### config.mk
export PLATFORM = sky130hd
export DESIGN_NAME = section_decision_flat
export DESIGN_NICKNAME = d
export VERILOG_FILES = /design/src/rtl/section_decision_if.sv /design/src/rtl/section_decision.sv /design/src/flat_wrapper.sv
export SDC_FILE = /design/constraint.sdc
export NUM_CORES = 1
export LEC_CHECK = 0
export CAP_MARGIN = 5
export CORE_MARGIN = 2
export CORE_UTILIZATION = 53
export DETAILED_ROUTE_END_ITERATION = 10
export PLACE_DENSITY = 0.87
export SETUP_SLACK_MARGIN = 0.3
export SYNTH_ARGS = -nofsm -noshare
export SYNTH_HDL_FRONTEND = slang
export SYNTH_SLANG_ARGS = --single-unit
### constraint.sdc
create_clock -name Clock -period 3.8 [get_ports Clock]
set_input_delay 0.76 -clock Clock [delete_from_list [all_inputs] [get_ports Clock]]
set_output_delay 0.76 -clock Clock [all_outputs]
set_load 0.1 [all_outputs]
### src/rtl/section_decision_if.sv
// Operand/result bundle for one FPTD per-bit decision stage.
interface section_decision_if #(
  parameter int N    = 4,
  parameter int M    = 5,
  parameter int P    = 6,
  parameter int ERRW = 8
);
  logic                   Enable;
  logic signed [N-1:0]    bsys;
  logic signed [M-1:0]    be_upper;
  logic signed [M-1:0]    be_lower;
  logic                   Error_upper;
  logic                   Error_lower;
  logic signed [P-1:0]    apost_DFF;
  logic                   b_hat;
  logic                   Stable;
  logic                   Replay;
  logic        [ERRW-1:0] ErrCount;

  modport master (
    output Enable, bsys, be_upper, be_lower, Error_upper, Error_lower,
    input  apost_DFF, b_hat, Stable, Replay, ErrCount
  );

  modport slave (
    input  Enable, bsys, be_upper, be_lower, Error_upper, Error_lower,
    output apost_DFF, b_hat, Stable, Replay, ErrCount
  );
endinterface

### src/rtl/section_decision.sv
// Per-bit decision stage: saturated a-posteriori LLR, hard decision,
// early-stop stability tracking and razor-error replay handling.
module section_decision #(
  parameter int N           = 4,
  parameter int M           = 5,
  parameter int P           = 6,
  parameter int STABLE_ITER = 3,
  parameter int ERRW        = 8
) (
  input  logic                  Clock,
  input  logic                  Reset,
  input  logic                  nClear,
  section_decision_if.slave     bus
);
  localparam int SW = N + M + 2;
  localparam int CW = $clog2(STABLE_ITER + 1);
  localparam logic signed [SW-1:0] SMAX = SW'((2 ** (P - 1)) - 1);
  localparam logic signed [SW-1:0] SMIN = -SMAX - SW'(1);
  localparam logic        [CW-1:0] CMAX = CW'(STABLE_ITER);

  logic signed [SW-1:0]   sum;
  logic signed [P-1:0]    sat;
  logic                   dec;

  logic signed [P-1:0]    apost_q, apost_n;
  logic                   bhat_q, bhat_n;
  logic                   vld_q, vld_n;
  logic        [CW-1:0]   cnt_q, cnt_n;
  logic                   stable_q, stable_n;
  logic                   rep_q, rep_n;
  logic        [ERRW-1:0] err_q, err_n;

  // Full-width sum, clamp to P bits, strict-positive hard decision
  always_comb begin
    sum = {{(SW-N){bus.bsys[N-1]}}, bus.bsys}
        + {{(SW-M){bus.be_upper[M-1]}}, bus.be_upper}
        + {{(SW-M){bus.be_lower[M-1]}}, bus.be_lower};
    if (sum > SMAX)      sat = SMAX[P-1:0];
    else if (sum < SMIN) sat = SMIN[P-1:0];
    else                 sat = sum[P-1:0];
    dec = !sat[P-1] && (sat != '0);
  end

  // Next state: clear > razor reject > accepted update > hold
  always_comb begin
    apost_n = apost_q;
    bhat_n  = bhat_q;
    vld_n   = vld_q;
    cnt_n   = cnt_q;
    rep_n   = 1'b0;
    err_n   = err_q;
    if (!nClear) begin
      apost_n = '0;
      bhat_n  = 1'b0;
      vld_n   = 1'b0;
      cnt_n   = '0;
      err_n   = '0;
    end else if (bus.Enable && (bus.Error_upper || bus.Error_lower)) begin
      // Rejected iteration: keep decision state, ask upstream to replay
      rep_n = 1'b1;
      if (err_q != '1) err_n = err_q + ERRW'(1);
    end else if (bus.Enable) begin
      apost_n = sat;
      bhat_n  = dec;
      if (!vld_q) begin
        // First update has nothing to compare against
        vld_n = 1'b1;
        cnt_n = '0;
      end else if (dec == bhat_q) begin
        if (cnt_q != CMAX) cnt_n = cnt_q + CW'(1);
      end else begin
        cnt_n = '0;
      end
    end
    stable_n = (cnt_n == CMAX);
  end

  // State registers
  always_ff @(posedge Clock or posedge Reset) begin
    if (Reset) begin
      apost_q  <= '0;
      bhat_q   <= 1'b0;
      vld_q    <= 1'b0;
      cnt_q    <= '0;
      stable_q <= 1'b0;
      rep_q    <= 1'b0;
      err_q    <= '0;
    end else begin
      apost_q  <= apost_n;
      bhat_q   <= bhat_n;
      vld_q    <= vld_n;
      cnt_q    <= cnt_n;
      stable_q <= stable_n;
      rep_q    <= rep_n;
      err_q    <= err_n;
    end
  end

  assign bus.apost_DFF = apost_q;
  assign bus.b_hat     = bhat_q;
  assign bus.Stable    = stable_q;
  assign bus.Replay    = rep_q;
  assign bus.ErrCount  = err_q;
endmodule

### src/flat_wrapper.sv
// flat-port wrapper written by rule: the top's interface ports become plain ports
module section_decision_flat 
#(
  parameter int N           = 4,
  parameter int M           = 5,
  parameter int P           = 6,
  parameter int STABLE_ITER = 3,
  parameter int ERRW        = 8
)
  (Clock, Reset, nClear, bus_Enable, bus_bsys, bus_be_upper, bus_be_lower, bus_Error_upper, bus_Error_lower, bus_apost_DFF, bus_b_hat, bus_Stable, bus_Replay, bus_ErrCount);
  section_decision_if #(.N(N), .M(M), .P(P), .ERRW(ERRW)) bus_i ();
  input  logic Clock;
  input  logic Reset;
  input  logic nClear;
  input wire logic [$bits(bus_i.Enable)-1:0] bus_Enable;
  input wire logic [$bits(bus_i.bsys)-1:0] bus_bsys;
  input wire logic [$bits(bus_i.be_upper)-1:0] bus_be_upper;
  input wire logic [$bits(bus_i.be_lower)-1:0] bus_be_lower;
  input wire logic [$bits(bus_i.Error_upper)-1:0] bus_Error_upper;
  input wire logic [$bits(bus_i.Error_lower)-1:0] bus_Error_lower;
  output wire logic [$bits(bus_i.apost_DFF)-1:0] bus_apost_DFF;
  output wire logic [$bits(bus_i.b_hat)-1:0] bus_b_hat;
  output wire logic [$bits(bus_i.Stable)-1:0] bus_Stable;
  output wire logic [$bits(bus_i.Replay)-1:0] bus_Replay;
  output wire logic [$bits(bus_i.ErrCount)-1:0] bus_ErrCount;
  assign bus_i.Enable = bus_Enable;
  assign bus_i.bsys = bus_bsys;
  assign bus_i.be_upper = bus_be_upper;
  assign bus_i.be_lower = bus_be_lower;
  assign bus_i.Error_upper = bus_Error_upper;
  assign bus_i.Error_lower = bus_Error_lower;
  assign bus_apost_DFF = bus_i.apost_DFF;
  assign bus_b_hat = bus_i.b_hat;
  assign bus_Stable = bus_i.Stable;
  assign bus_Replay = bus_i.Replay;
  assign bus_ErrCount = bus_i.ErrCount;
  section_decision #(.N(N), .M(M), .P(P), .STABLE_ITER(STABLE_ITER), .ERRW(ERRW)) u_core (.Clock(Clock), .Reset(Reset), .nClear(nClear), .bus(bus_i));
endmodule
==> Word-level counts from Yosys, hierarchy flattened <==
Cells that the tools add are included.
{ "op_classes": {"addsub": 4, "n_lt_le_gt_ge": 2, "n_eq_ne": 8, "n_mux": 22, "reduce_logical": 7} }
{ "ops": {"columns": ["op", "count"], "rows": [
  ["$mux W6", 5],
  ["$mux W8", 3],
  ["$mux W2", 6],
  ["$add A11 B11 Y11", 1],
  ["$gt A11 B6 Y1 const B", 1],
  ["$lt A11 B6 Y1 const B", 1],
  ["$add A8 B1 Y8 const B", 1],
  ["$mux W1", 8],
  ["$ne A8 B8 Y1 const B", 1],
  ["$add A4 B5 Y6", 1],
  ["$ne A2 B1 Y1 const B", 3],
  ["$reduce_bool A6 Y1", 1],
  ["$ne A2 B2 Y1 const B", 2],
  ["$reduce_and A2 Y1", 2],
  ["$add A2 B1 Y2 const B", 1],
  ["$eq A2 B2 Y1 const B", 1],
  ["$logic_and A1 B1 Y1", 2],
  ["$eq A1 B1 Y1", 1],
  ["$logic_not A1 Y1", 1],
  ["$logic_or A1 B1 Y1", 1]
]} }
{ "word_totals": {"regBits": 20, "inputBits": 20, "out_inout_bits": 17, "elab_cells": 50} }

==> Longest topological paths before layout <==
{ "depth": {"depth_word": 14, "depth_mapped": 13, "ltp_nobuf": 13} }

==> Worst setup path before layout <==
No wires, ideal clock.
{ "synth_timing": {"path_kind": "input port to flip-flop", "from": "input bus_be_upper[0]", "to": "register u_core.stable_q (netlist: u_core.bus.Stable)", "setup_ns": 0.069, "arrival_ns": 3.534, "t_required_ns": 3.731, "path_slack_ns": 0.198, "stages": 12, "path_buffers": 0, "path_cell_list": "ha_1 -> fa_1 -> a21o_1 -> a21oi_1 -> xnor2_1 -> ha_1 -> nand3_1 -> a2bb2oi_2 -> a22oi_2 -> o41a_1 -> or4b_1 -> nand3_1"} }
{ "synth_via": {"elab_chain_cells": 14, "elab_cells_between_ends": 16, "cone_classes": "add/sub: 2; order compare: 2; eq/ne: 2; mux: 7; reduce/logical: 3"} }
{ "synth_lines": {"columns": ["element", "line_no", "text"], "rows": [
  ["start: declaration", "flat_wrapper.sv:17", "input wire logic [$bits(bus_i.be_upper)-1:0] bus_be_upper;"],
  ["$add A4 B5 Y6 (*)", "section_decision.sv:36", "+ {{(SW-M){bus.be_upper[M-1]}}, bus.be_upper}"],
  ["$add A11 B11 Y11 (*)", "section_decision.sv:37", "+ {{(SW-M){bus.be_lower[M-1]}}, bus.be_lower};"],
  ["$lt A11 B6 Y1", "section_decision.sv:39", "else if (sum < SMIN) sat = SMIN[P-1:0];"],
  ["$mux W6", "section_decision.sv:39", null],
  ["$mux W6 (*)", "section_decision.sv:38", "if (sum > SMAX) sat = SMAX[P-1:0];"],
  ["$reduce_bool A6 Y1 / $logic_not A1 Y1 (equally long branches)", "section_decision.sv:41", "dec = !sat[P-1] && (sat != '0);"],
  ["$logic_and A1 B1 Y1 (*)", "section_decision.sv:41", null],
  ["$eq A1 B1 Y1 (*)", "section_decision.sv:69", "end else if (dec == bhat_q) begin"],
  ["$mux W2 (*)", "section_decision.sv:69", null],
  ["$mux W2 (*)", "section_decision.sv:65", "if (!vld_q) begin"],
  ["$mux W2 (*)", "section_decision.sv:62", "end else if (bus.Enable) begin"],
  ["$mux W2 (*)", "section_decision.sv:58", "end else if (bus.Enable && (bus.Error_upper || bus.Error_lower)) begin"],
  ["$mux W2 (*)", "section_decision.sv:52", "if (!nClear) begin"],
  ["$eq A2 B2 Y1 (*)", "section_decision.sv:75", "stable_n = (cnt_n == CMAX);"],
  ["named net u_core.stable_n", "section_decision.sv:29", "logic stable_q, stable_n;"],
  ["end signal: assignment", "section_decision.sv:93", "stable_q <= stable_n;"],
  ["end: declaration", "section_decision.sv:29", null]
]} }
The timed path passes the listed nets; every way through them passes the cells marked *.
A chain may end at the register's enable or synchronous reset.

==> Worst setup path after layout <==
{ "layout_timing": {"from": "input bus_be_upper[1]", "to": "register u_core.stable_q (netlist: u_core.bus.Stable)"} }
Same word-level chain as after synthesis.

==> flow_summary.json <==
{
  "outcome": "finished clean",
  "grt-ovfl-total": 0,
  "ir_drop_uv": 272,
  "worst_setup_path_end_kind": "register",
  "grt_max_degree": 21,
  "viasPerCell": 5.79,
  "syn-num-nets": 195,
  "clk_pin_slew_ps": 110,
  "p_int_mw": 0.437,
  "synth_area_mm2": 0.00146,
  "maxSlewViolCount": 0,
  "netlist_instances": 160,
  "switching_share_pct": 39.7,
  "synth_top_area_cell": "dfrtp_1",
  "maxSlewHeadroom_pct": 34.7,
  "yosysWarnings": 0,
  "antenna_cells": 0,
  "htree_levels": 1,
  "die_y_um": 56.6,
  "p_per_area_mw_per_mm2": 351,
  "ant_nets": 0,
  "setup_violations": 0,
  "clockBufferDepth": 2,
  "cp_max_fo": 4,
  "finalHoldViolCount": 0,
  "grt_pass1_vias": 1440,
  "worst_clock_skew_ps": 1.12,
  "startpoint_type": "input pin",
  "ys_top_cells_by_area": "dfrtp_1 (34%), ha_1 (11%), nor2_1 (5.6%), xor2_1 (4.2%), a21oi_1 (3.8%)",
  "holdWs_ps": 523,
  "routed_wl_mm": 3.73,
  "grt_pass1_wl_mm": 6.27,
  "yosysSeqAreaShare_pct": 34.2,
  "syn_to_final_growth_pct": 41.3,
  "nets": 248,
  "combPwrFrac_pct": 55.2,
  "clockRootBuffer": "clkbuf_4",
  "synthFlopType": "dfrtp_1",
  "routed-via-count": 1402,
  "final.min_clock_period_ps": 3470,
  "io_buffers": 36,
  "numCtsBuffers": 3,
  "grt_use_total_pct": 24.8,
  "maxCapViolCount": 0,
  "max_freq_ghz": 0.288,
  "crit_type": "input pin to register",
  "synth_seq_cells": 20,
  "cp_data_arrival_time_ps": 3710,
  "drt_iter0_drc": 53,
  "synth_top_area_share_pct": 34.2,
  "total_power_mw": 0.725,
  "fp-row-count": 19,
  "rsz0062_at_grt": "no",
  "start_util_pct": 54.5,
  "clk_latency_ps": 290,
  "p_seq_share_pct": 31.4,
  "hold_path.class": "register to register",
  "die_x_um": 56.6,
  "antenna_found_initial": 0,
  "clkPwrFrac_pct": 13.4,
  "cts_tree": "built",
  "dieArea_mm2": 0.00320,
  "route.detailed.drc": 0,
  "postSynth.asyncResetShare_pct": 100,
  "p_sw_mw": 0.288,
  "dpl.hpwl_mm": 2.75,
  "dr.pass1.iters": 4,
  "period_share_pct": 91.4,
  "drive_gt1_share_pct": 19.4,
  "leakagePower_nw": 0.923,
  "synth_edf_count": 0,
  "coreArea_mm2": 0.00269,
  "worstMarginPinSlew_ps": 977,
  "globalplace.congestion": 0.865,
  "synth.distinct_cells": 43,
  "cts.sinks": 20,
  "required_ps": 4040,
  "pin_count": 37,
  "syn_avg_cell_area_um2": 9.15,
  "wl_per_cell_um": 15.4
}
sequential cells by signal, indices dropped and copies added (netlist names):
name and cells:
u_core.cnt_q 2, u_core.bus.b_hat 1, u_core.bus.ErrCount 8, u_core.vld_q 1, u_core.bus.apost_DFF 6, u_core.bus.Stable 1, u_core.bus.Replay 1
Yosys cell counts, types with 2 or more instances:
| master | n |
|---|---|
| nor2_1 | 22 |
| dfrtp_1 | 20 |
| ha_1 | 13 |
| nand2_1 | 12 |
| a21oi_1 | 11 |
| o21ai_0 | 10 |
| nand3_1 | 8 |
| xor2_1 | 7 |
| xnor2_1 | 6 |
| a21o_1 | 5 |
| inv_1 | 5 |
| nor2b_1 | 4 |
| nand4_1 | 3 |
| fa_1 | 2 |
| mux2i_1 | 2 |
| nand2b_1 | 2 |
| nor3_1 | 2 |
placed cells by master (no fill, tap or decap), drive strengths merged, types with 2 or more instances in the layout:
master,Yosys,final
clkdlybuf4s50,0,30
nor2,22,22
dfrtp,20,20
buf,2,15
ha,13,13
nand2,12,12
o21ai,11,11
a21oi,11,11
nand3,8,8
xor2,7,7
xnor2,6,6
inv,5,5
a21o,5,5
clkbuf,1,5
nor2b,4,4
nand4,3,3
mux2i,2,2
nand2b,2,2
nor3,2,2
fa,2,2
dlymetal6s2s,0,2
a211oi,2,2
worst paths after layout:
check                                        from                      end  slack, ps  cells past startpoint
max                               bus_be_upper[1]        u_core.bus.Stable        330                     12
min                                  u_core.vld_q             u_core.vld_q        520                      2
max reg2reg                u_core.bus.ErrCount[2]   u_core.bus.ErrCount[5]       1940                      5
min reg2reg                          u_core.vld_q             u_core.vld_q        520                      2
max in group asynchronous                   Reset   u_core.bus.ErrCount[6]       2440                      2
min in group asynchronous                   Reset  u_core.bus.apost_DFF[5]        890                      2
power groups by stage:
stage                     combinational (mW)  clock [mW]  sequential [mW]
after floorplan                        0.175           0            0.286
after global placement                 0.330           0            0.231
after detailed placement               0.342           0            0.232
after CTS                              0.372      0.0968            0.228
after global routing                   0.430       0.105            0.229
final                                  0.400      0.0973            0.228
per-stage QoR:
stage	instances	util, %	instance area (um2)	setup WS (ps)	TNS [ps]
final	242	77.0	2070	327	0
after global routing	242	77.0	2070	274	0
after CTS	240	74.8	2010	322	0
after detailed placement	233	71.4	1920	-232	-513
after global placement	233	71.4	1920	-103	-165
after floorplan	160	-	1470	302	0
kinds of logic (layout without fill, tap and decap cells):
kind of cell / Yosys count / count (layout) / share of synthesized area, %
flip-flops: 20 / 20 / 34.2
multiplexers: 3 / 3 / 2.14
adder cells (fa/ha/maj): 15 / 15 / 13.8
AO/OA/AOI/OAI: 39 / 39 / 18.7
XOR/XNOR: 13 / 13 / 7.78
AND/OR/NAND/NOR: 62 / 62 / 20.5
buffers and inverters: 8 / 59 / 2.82
area by class of cell:
cell class                      count  area [um2]
Clock buffer                        3        22.5
Fill cell                         180         618
Inverter                            5        18.8
Multi-Input combinational cell    132        1010
Sequential cell                    20         500
Tap cell                           31        38.8
Timing Repair Buffer               51         474
layer usage:
| layer | part of all wire [%] | global-route usage [%] | up-vias | routed length [um] |
|---|---|---|---|---|
| met5 | 0 | 0 | - | 0 |
| met4 | 1.8 | 7.82 | 0 | 68 |
| met3 | 3.3 | 2.07 | 8 | 125 |
| met2 | 55 | 48.0 | 36 | 2050 |
| met1 | 40 | 28.0 | 680 | 1490 |
| li1 | - | - | 678 | - |
repair_timing:
action / in CTS / in global routing
resized for setup: 12 / 15
buffers inserted: 4 / 2
hold buffers: 0 / 0
setup endpoints to repair: 4 / 4
pin swaps: 15 / 19
worst max-delay path, stage by stage:
cell and delay [ps]:
dlygate4sd2_1 260, ha_1 290, a21o_1 170, a21oi_2 170, xnor2_1 180, ha_1 340, a21o_1 200, a2bb2oi_2 180
a22oi_2 90, o41a_1 460, or4b_1 490, nand3_1 110
No activity file was read; power rests on OpenSTA's default activity.
